==> config.mk <==
export PLATFORM = sky130hd
export DESIGN_NAME = radix4_datapath_flat
export DESIGN_NICKNAME = d
export VERILOG_FILES = /design/src/rtl/radix4_pkg.sv /design/src/rtl/radix4_datapath_if.sv /design/src/rtl/radix4_booth_enc.sv /design/src/rtl/radix4_datapath.sv /design/src/flat_wrapper.sv
export SDC_FILE = /design/constraint.sdc
export NUM_CORES = 1
export LEC_CHECK = 0
export ABC_AREA = 1
export ABC_CLOCK_PERIOD_IN_PS = 4600
export CORE_ASPECT_RATIO = 0.75
export CORE_MARGIN = 2
export CORE_UTILIZATION = 59
export DETAILED_ROUTE_END_ITERATION = 8
export GPL_TIMING_DRIVEN = 0
export PLACE_DENSITY_LB_ADDON = 0.25
export SETUP_SLACK_MARGIN = 0.5
export SYNTH_ARGS = -nofsm -noshare
export SYNTH_HDL_FRONTEND = slang
export SYNTH_HIERARCHICAL = 1
export SYNTH_SLANG_ARGS = --single-unit
==> constraint.sdc <==
create_clock -name clk -period 4.6 [get_ports clk]
set_input_delay 0.46 -clock clk [delete_from_list [all_inputs] [get_ports clk]]
set_output_delay 0.46 -clock clk [all_outputs]
set_load 0.05 [all_outputs]
==> src/rtl/radix4_pkg.sv <==
// Strobe bit indices and Booth digit decoding shared by the radix-4 controller and datapath.
package radix4_pkg;

    localparam int unsigned LD_M    = 0;
    localparam int unsigned LD_Q    = 1;
    localparam int unsigned LD_A    = 2;
    localparam int unsigned LD_SH   = 3;
    localparam int unsigned LD_CNT  = 4;

    localparam int unsigned SEL_ACC = 0;
    localparam int unsigned SEL_CNT = 1;
    localparam int unsigned SEL_ZPP = 2;
    localparam int unsigned SEL_PRD = 3;

    typedef enum logic [2:0] {
        PpZero,
        PpPosM,
        PpPos2M,
        PpNegM,
        PpNeg2M
    } pp_sel_e;

    // Digit is {Q[1], Q[0], q_m1}.
    function automatic pp_sel_e booth_decode(input logic [2:0] digit);
        case (digit)
            3'b000, 3'b111: return PpZero;
            3'b001, 3'b010: return PpPosM;
            3'b011:         return PpPos2M;
            3'b100:         return PpNeg2M;
            default:        return PpNegM;
        endcase
    endfunction

endpackage

==> src/rtl/radix4_datapath_if.sv <==
// Controller <-> datapath bundle; debug taps exist only when RADIX4_DBG_EN is defined.
interface radix4_datapath_if #(
    parameter int unsigned WIDTH = 8
);
    logic [4:0]         ld;
    logic [4:0]         sel;
    logic [WIDTH-1:0]   a_in;
    logic [WIDTH-1:0]   b_in;
    logic               flag;
    logic [2*WIDTH-1:0] product;
`ifdef RADIX4_DBG_EN
    logic [2:0]         dbg_digit;
    logic [WIDTH+1:0]   dbg_pp;

    modport master (output ld, sel, a_in, b_in, input flag, product, dbg_digit, dbg_pp);
    modport slave  (input ld, sel, a_in, b_in, output flag, product, dbg_digit, dbg_pp);
`else
    modport master (output ld, sel, a_in, b_in, input flag, product);
    modport slave  (input ld, sel, a_in, b_in, output flag, product);
`endif
endinterface

==> src/rtl/radix4_booth_enc.sv <==
// Radix-4 Booth encoder: maps a digit to a partial product of 0, +M, +2M, -M or -2M.
module radix4_booth_enc
    import radix4_pkg::*;
#(
    parameter int unsigned WIDTH = 8
) (
    input  logic [2:0]       digit,
    input  logic             zero,
    input  logic [WIDTH+1:0] m,
    output logic [WIDTH+1:0] pp
);
    localparam logic [WIDTH+1:0] One = 1;

    logic [WIDTH+1:0] m2;

    assign m2 = {m[WIDTH:0], 1'b0};

    always_comb begin
        pp = '0;
        unique case (booth_decode(digit))
            PpZero:  pp = '0;
            PpPosM:  pp = m;
            PpPos2M: pp = m2;
            PpNegM:  pp = ~m + One;
            PpNeg2M: pp = ~m2 + One;
            default: pp = '0;
        endcase
        if (zero) begin
            pp = '0;
        end
    end

endmodule

==> src/rtl/radix4_datapath.sv <==
// Radix-4 Booth multiplier datapath driven by controller ld/sel strobes.
// Optional debug taps (dbg_digit, dbg_pp) are enabled by defining RADIX4_DBG_EN.
module radix4_datapath
    import radix4_pkg::*;
#(
    parameter int unsigned WIDTH = 8
) (
    input logic              clk,
    input logic              rst,
    radix4_datapath_if.slave bus
);
    localparam int unsigned      CNT_W   = $clog2(WIDTH / 2) + 1;
    localparam logic [CNT_W-1:0] CntInit = CNT_W'(WIDTH / 2);
    localparam logic [CNT_W-1:0] CntOne  = CNT_W'(1);

    logic [WIDTH+1:0]   m_q, m_d, a_q, a_d, a_add, pp;
    logic [WIDTH-1:0]   q_q, q_d;
    logic               qm1_q, qm1_d;
    logic [CNT_W-1:0]   cnt_q, cnt_d;
    logic               flag_q, flag_d;
    logic [2*WIDTH-1:0] product_q, product_d;
    logic [2:0]         digit;

    assign digit = {q_q[1:0], qm1_q};

    radix4_booth_enc #(
        .WIDTH(WIDTH)
    ) u_booth_enc (
        .digit(digit),
        .zero (bus.sel[SEL_ZPP]),
        .m    (m_q),
        .pp   (pp)
    );

    always_comb begin
        m_d       = m_q;
        a_add     = a_q;
        q_d       = q_q;
        qm1_d     = qm1_q;
        cnt_d     = cnt_q;
        flag_d    = flag_q;
        product_d = product_q;

        if (bus.ld[LD_M]) begin
            m_d = {{2{bus.a_in[WIDTH-1]}}, bus.a_in};
        end
        if (bus.ld[LD_A]) begin
            a_add = bus.sel[SEL_ACC] ? a_q + pp : '0;
        end
        a_d = a_add;
        // Shift sees the freshly added accumulator so add+shift can share a cycle.
        if (bus.ld[LD_SH]) begin
            a_d   = {{2{a_add[WIDTH+1]}}, a_add[WIDTH+1:2]};
            q_d   = {a_add[1:0], q_q[WIDTH-1:2]};
            qm1_d = q_q[1];
        end
        if (bus.ld[LD_Q]) begin
            q_d   = bus.b_in;
            qm1_d = 1'b0;
        end
        if (bus.ld[LD_CNT]) begin
            if (!bus.sel[SEL_CNT]) begin
                cnt_d  = CntInit;
                flag_d = 1'b0;
            end else if (cnt_q != '0) begin
                cnt_d = cnt_q - CntOne;
                if (cnt_q == CntOne) begin
                    flag_d = 1'b1;
                end
            end
        end
        if (bus.sel[SEL_PRD]) begin
            product_d = {a_q[WIDTH-1:0], q_q};
        end
    end

    always_ff @(posedge clk) begin
        if (rst) begin
            m_q       <= '0;
            a_q       <= '0;
            q_q       <= '0;
            qm1_q     <= 1'b0;
            cnt_q     <= '0;
            flag_q    <= 1'b0;
            product_q <= '0;
        end else begin
            m_q       <= m_d;
            a_q       <= a_d;
            q_q       <= q_d;
            qm1_q     <= qm1_d;
            cnt_q     <= cnt_d;
            flag_q    <= flag_d;
            product_q <= product_d;
        end
    end

    assign bus.flag    = flag_q;
    assign bus.product = product_q;

`ifdef RADIX4_DBG_EN
    assign bus.dbg_digit = digit;
    assign bus.dbg_pp    = pp;
`endif

endmodule

==> src/flat_wrapper.sv <==
// flat-port wrapper written by rule: the top's interface ports become plain ports
module radix4_datapath_flat import radix4_pkg::*;
#(
    parameter int unsigned WIDTH = 8
)
  (clk, rst, bus_ld, bus_sel, bus_a_in, bus_b_in, bus_flag, bus_product);
  radix4_datapath_if #(.WIDTH(WIDTH)) bus_i ();
  input logic clk;
  input logic rst;
  input wire logic [$bits(bus_i.ld)-1:0] bus_ld;
  input wire logic [$bits(bus_i.sel)-1:0] bus_sel;
  input wire logic [$bits(bus_i.a_in)-1:0] bus_a_in;
  input wire logic [$bits(bus_i.b_in)-1:0] bus_b_in;
  output wire logic [$bits(bus_i.flag)-1:0] bus_flag;
  output wire logic [$bits(bus_i.product)-1:0] bus_product;
  assign bus_i.ld = bus_ld;
  assign bus_i.sel = bus_sel;
  assign bus_i.a_in = bus_a_in;
  assign bus_i.b_in = bus_b_in;
  assign bus_flag = bus_i.flag;
  assign bus_product = bus_i.product;
  radix4_datapath #(.WIDTH(WIDTH)) u_core (.clk(clk), .rst(rst), .bus(bus_i));
endmodule
======== Word-level counts from Yosys, hierarchy flattened ========
Index checks and enable logic that the tools add are counted.
storage, ports and cells
  input port bits ......................... 28
  logic and storage cells ................. 46
  output and inout port bits .............. 17
  register bits ........................... 47
operators by class
  bitwise logic cells ..................... 2
  equality and inequality tests ........... 12
  reduce and logical (&&, ||, !) cells .... 8
  mux-type cells .......................... 13
  add/subtract/negate cells ............... 4
operators by type and width
  kind                                                                    number
  10-bit one-hot mux with 4 select lines                                  1
  10-bit 2-to-1 mux                                                       3
  10-bit by 1-bit adder with 10-bit output (second input constant)        2
  10-bit NOT                                                              2
  8-bit 2-to-1 mux                                                        2
  3-bit by 2-bit equality test with 1-bit output (second input constant)  4
  3-bit one-hot mux with 4 select lines                                   1
  10-bit adder                                                            1
  3-bit by 1-bit equality test with 1-bit output (second input constant)  3
  3-bit equality test (second input constant)                             3
  9-bit 2-to-1 mux                                                        1
  3-bit 2-to-1 mux                                                        2
  2-bit OR reduction                                                      3
  2-bit by 1-bit != test with 1-bit output (second input constant)        2
  3-bit zero test                                                         1
  1-bit 2-to-1 mux                                                        3
  3-bit AND reduction                                                     1
  3-bit nonzero test                                                      1
  3-bit by 1-bit subtractor with 3-bit output (second input constant)     1
  2-bit AND reduction                                                     1
  2-bit nonzero test                                                      1

======== Logic depth before layout (Yosys ltp) ========
  word-level depth ........................ 11
  depth in mapped cells ................... 21
  depth with buffers taken out ............ 21

======== Hierarchy ========
Netlist, hierarchy kept.
by module, submodules not included
  module            instances  area an instance (um^2)  cells each  seq. area each (um^2)
  radix4_datapath   1          2372.3                   332         940.9
  radix4_booth_enc  1          638.1                    120         0.0

======== Worst setup path before layout ========
Ideal clock, no wire load.
  path type ............................... flip-flop to flip-flop
  from .................................... reg u_core.m_q[0]
  to ...................................... reg u_core.a_q[7]
  slack ................................... 2317 ps
  library setup time ...................... 70 ps
  path buffers ............................ 0
  arrival time ............................ 2214 ps
  data required time ...................... 4530 ps
  period minus slack after synthesis ...... 2283 ps
  stages on the path, launching flop included .. 20
  cells stage by stage .................... dfxtp_1 > bufinv_8 > ha_1 > nand2_1 > nor2_1 > nand2_1 > nand2_1 > o21ai_1 > o21ai_1 > inv_1 > ha_1 > a21oi_2 > nor2_1 > nor2_2 > nand2_1 > nand2_1 > nand3_1 > nand2_1 > nand2_1 > a21oi_1
between the ends
  longest elaborated chain between the ends .. 8
  elaborated cells on any way between the ends .. 10
  those cells by class .................... 3 x add/sub; 5 x mux; 2 x bitwise
ends and longest elaborated chain
  element                                                             RTL line                                        text
  from (decl)                                                         radix4_datapath.sv:16                           logic [WIDTH+1:0] m_q, m_d, a_q, a_d, a_add, pp;
  from (signal assigned)                                              radix4_datapath.sv:87                           m_q <= m_d;
  10-bit NOT, on equally long branches                                radix4_booth_enc.sv:25, radix4_booth_enc.sv:24
  10-bit by 1-bit adder with 10-bit output, on equally long branches  radix4_booth_enc.sv:25, radix4_booth_enc.sv:24
  10-bit one-hot mux with 4 select lines *                            radix4_booth_enc.sv:20                          unique case (booth_decode(digit))
  10-bit 2-to-1 mux *                                                 radix4_booth_enc.sv:28                          if (zero) begin
  net u_core.pp[4]                                                    radix4_datapath.sv:16
  10-bit adder *                                                      radix4_datapath.sv:48                           a_add = bus.sel[SEL_ACC] ? a_q + pp : '0;
  10-bit 2-to-1 mux *                                                 radix4_datapath.sv:48
  10-bit 2-to-1 mux *                                                 radix4_datapath.sv:47                           if (bus.ld[LD_A]) begin
  9-bit 2-to-1 mux *                                                  radix4_datapath.sv:52                           if (bus.ld[LD_SH]) begin
  to (signal assigned)                                                radix4_datapath.sv:80                           a_q <= '0;
  to (signal assigned)                                                radix4_datapath.sv:88                           a_q <= a_d;
  to (decl)                                                           radix4_datapath.sv:16
The timed path passes the listed nets; every way through them passes the cells marked *.
A chain may end at the register's enable or synchronous reset.

======== Final worst setup path ========
Ends and elaborated chain as after synthesis.

==> results <==
- The flow ran to the end, and the final reports show no timing, DRC or antenna violations.
- The detail route stage leaves a number of antenna-violating nets equal to 0.
- The first-pass detailed-route iteration total is 5.
- Setup violations remaining at the end of the flow were counted as 0.
- The number of maximum-capacitance constraint violations is 0.
- The portion of the clock cycle consumed by the worst path in the final layout is 59.5%.
- After the first detailed-routing iteration, the DRC count stood at 182.
- STA classifies the critical path endpoint as a register.
- Row generation in the floorplan step produced 22 rows.
- For the worst setup path, the data required time is 4.83 ns.
- The number of antenna cells inserted is 0.
- The number of antenna violations at the first check in global routing was 0.
- The number of nets in the synthesized netlist is 494.
- The total clock buffers created by CTS is 5.
- The post-cts resize count is 0.
- The post-layout instance count excluding filler cells is 561.
- The total overflow reported by the global router is 0.
- For this run, design rule violations remaining after detail routing come to 0.
- Headroom to the max-slew limit came out at 65.6%.
- The net count of the finished layout is 542.
- The count of distinct cell types in the synthesized netlist is 40.
- In this run switching power makes up 33.7% of total power.
- For this run, the number of Yosys warnings is 6.
- Sequential cells account for 47.4% of the total power.
- The maximum achievable frequency is 365 MHz.
- The worst setup path is launched from a register.
- Summing all placed instances gives a cell area of 3500 µm².
- The maximum VDD drop is 0.000266 V.
- Internal power comes to 0.000638 W.
- The max-slew violation count is 0.
- The peak fanout along the critical path is 6.
- The type of the worst setup path is register to register.
- The net switching power is 0.000325 W.
- In the final layout, the share of cells above drive strength 1 is 8.98%.
- The final-report hold violation count is 0.
- The total power per unit cell area is 268 nW/µm².
- In this run, post-CTS hold repair placed 0 buffers.
- The first global-routing pass estimated 12.5 mm of wire.
- The final clock skew is 0.00799 ns.
- The clock root buffer is clkbuf_8.
- Routability-driven placement finished with a final weighted congestion of 0.972.
- The via count is 3056.
- The share of power burned in the clock network is 26.5%.
- The number of levels in the clock H-tree is 2.
- In the final timing run, aggregate negative setup slack is 0 ns.
- The clock-pin transition on the worst setup and hold timing paths is 0.09 ns.
- The I/O pin count is 45.
- The design area is 3590 µm².
- Wires add up to 7.41 mm.
- The part of the total power dissipated in combinational logic is 26.1%.
- The number of setup buffers added after CTS is 0.
- The floorplan die height is 65.9 µm.
- The clock tree buffer depth is 2.
- The area of the die is 5700 µm².
- The TritonCTS clock tree is done.
- The share of the Yosys chip area taken by registers is 31.3%.
- The clock net in this run drives a total of 47 sinks.
- Setup repair after global routing left no endpoint under its margin.
- The die span in x is 86.5 µm.
- The post-synthesis to final-layout area growth is 19.2%.
- After technology mapping, the gate count stands at 452.
- The number of global-route vias before repair is 2810.
- The largest net degree at the start of global routing is 17.
- The average routed wire per standard cell is 13.2 µm.
- Detailed placement finished with a half-perimeter wire length of 5.83 mm.
- Total power for the finished layout comes to 0.000963 W.
- The mapped netlist covers 3010 µm².
- The arrival time at the worst endpoint is 2.97 ns.
- The routed design could run at a clock period as short as 2.74 ns.
- The number of buffers added on ports is 41.
- Synthesis inferred 47 register bits.
- The leakage power summed over all cells is 1.71 nW.
- The type of the worst min-delay path is input pin to register.
- The insertion delay of the later-clocked pin in the worst-skew pair is 0.30 ns.
- For this run, the total global-route usage over all layers was measured as 27.7%.
- For this configuration, the core starts out at a cell density of 61.4%.
- The actual slew at the worst max-slew pin is 0.515 ns.
- Once placement completed, the tool counted placed cells totaling 553.
- The total core area is 4900 µm².
- A synthesized cell averages 6.66 µm².
- The number of inserted filler cells in the final layout is 398.
- In the routed layout, each cell is associated on average with a via count of 5.45.
[through the flow]
step | util, % | hold WS [ns] | setup slack [ns]
6_report | 73.2 | 0.392 | 1.86
5_1_grt | 73.2 | 0.382 | 1.62
4_1_cts | 73.2 | 0.386 | 1.93
3_5_place_dp | 71.3 | 0.460 | 1.76
3_3_place_gp | 71.3 | 0.438 | 1.78
2_1_floorplan | - | 0.442 | 2.32
[power by group through the flow]
| stage | sequential, W | combinational [W] | clock, W |
|---|---|---|---|
| finish | 0.000457 | 0.000251 | 0.000255 |
| global route | 0.000460 | 0.000279 | 0.000277 |
| CTS | 0.000456 | 0.000249 | 0.000258 |
| detailed placement | 0.000465 | 0.000247 | 0 |
| global placement | 0.000465 | 0.000241 | 0 |
| floorplan | 0.000490 | 0.000144 | 0 |
[cells in the mapped netlist]
cell,n,area [µm²]
or2_2,1,6.26
clkbuf_8,1,13.8
o22ai_1,3,18.8
nand3b_1,2,15.0
a21oi_2,2,17.5
nor2_1,55,206
a211oi_1,1,7.51
dfxtp_1,47,941
buf_4,1,7.51
a21oi_1,25,125
nand3_1,31,155
xnor2_1,2,17.5
nand2_4,4,45.0
fa_1,1,20.0
nand3_2,3,30.0
o211ai_1,2,15.0
nor3_1,1,5.00
inv_2,4,15.0
clkinv_1,1,3.75
buf_2,3,15.0
a31oi_1,4,25.0
buf_6,1,11.3
or2_1,2,12.5
o221ai_1,2,17.5
o21ai_2,1,8.76
inv_1,68,255
o21bai_1,4,30.0
nand4_1,4,25.0
ha_1,13,163
nand2_2,6,37.5
nor2_8,2,40.0
o21ai_1,10,50.1
a22oi_1,5,37.5
nand2_1,92,345
bufinv_8,1,17.5
o21ai_0,34,170
nor4_1,1,6.26
clkbuf_1,5,18.8
nor2_2,4,25.0
nor2_4,3,33.8
[cell type report]
type / instances / area, µm² / share of cell area, %
Buffer: 11 / 66.3 / 1.85
Tap cell: 60 / 75.1 / 2.09
Multi-Input combinational cell: 320 / 1710 / 47.7
Clock buffer: 5 / 68.8 / 1.92
Timing Repair Buffer: 41 / 410 / 11.4
Sequential cell: 47 / 941 / 26.2
Clock inverter: 3 / 22.5 / 0.628
Inverter: 74 / 292 / 8.13
[cells by family (layout without fill, tap and decap cells)]
family,count (synthesis),after routing,synth area share (%)
flip-flops,47,47,31.3
AO/OA/AOI/OAI,93,93,17.4
AND/OR/NAND/NOR,211,211,32.8
XOR/XNOR,2,2,0.582
buffers and inverters,85,134,11.9
adder cells (fa/ha/maj),14,14,6.07
[critical path: stages, from the launching register on]
cell and delay (ns):
dfxtp_1 0.32, bufinv_8 0.20, ha_1 0.28, nand2_1 0.08, nor2_1 0.17, nand2_1 0.08
nand2_1 0.09, nor2_1 0.05, nor2_1 0.10, a21oi_1 0.09, ha_1 0.36, nand2_1 0.11
nor2_2 0.12, nand3_1 0.14, nand4_1 0.15, nand3_2 0.10, nand2_2 0.07, nand2_2 0.05
a21oi_1 0.12
[state kept, by name, summed over array words and instances, names as in the netlist]
register            count
u_core/m_q              8
u_core/cnt_q            3
u_core/bus.flag         1
u_core/bus.product     16
u_core/q_q              8
u_core/qm1_q            1
u_core/a_q             10
[final timing paths]
check	start	to	slack [ns]	cells after the start
setup / recovery	u_core/m_q[0]$_SDFFE_PP0P_	u_core/a_q[7]$_SDFF_PP0_	1.86	18
hold / removal	rst	u_core/cnt_q[2]$_SDFFE_PP0P_	0.39	2
hold reg to reg	u_core/bus.flag$_SDFFE_PP0P_	u_core/bus.flag$_SDFFE_PP0P_	0.47	2
setup reg to reg	u_core/m_q[0]$_SDFFE_PP0P_	u_core/a_q[7]$_SDFF_PP0_	1.86	18
[cell usage in the layout (no fill, tap or decap), drive strengths merged]
cell type      count
nand2            102
inv               73
nor2              64
dfxtp             47
o21ai             45
clkdlybuf4s50     41
nand3             34
a21oi             27
ha                13
clkbuf            11
a22oi              5
buf                5
nand4              4
o21bai             4
a31oi              4
o22ai              3
or2                3
clkinv             3
xnor2              2
nand3b             2
o211ai             2
o221ai             2
nor4               1
a211oi             1
fa                 1
bufinv             1
nor3               1
[layer usage]
layer	up-vias	part of all wire, %	wire length, µm	GRT usage, %
met1	1389	50	3700	40.4
met3	9	7.7	567	6.99
met4	0	0.96	71	4.88
met2	110	41	3070	41.7
met5	-	0	0	0
li1	1548	-	-	-
(Power assumes the default switching activity.)
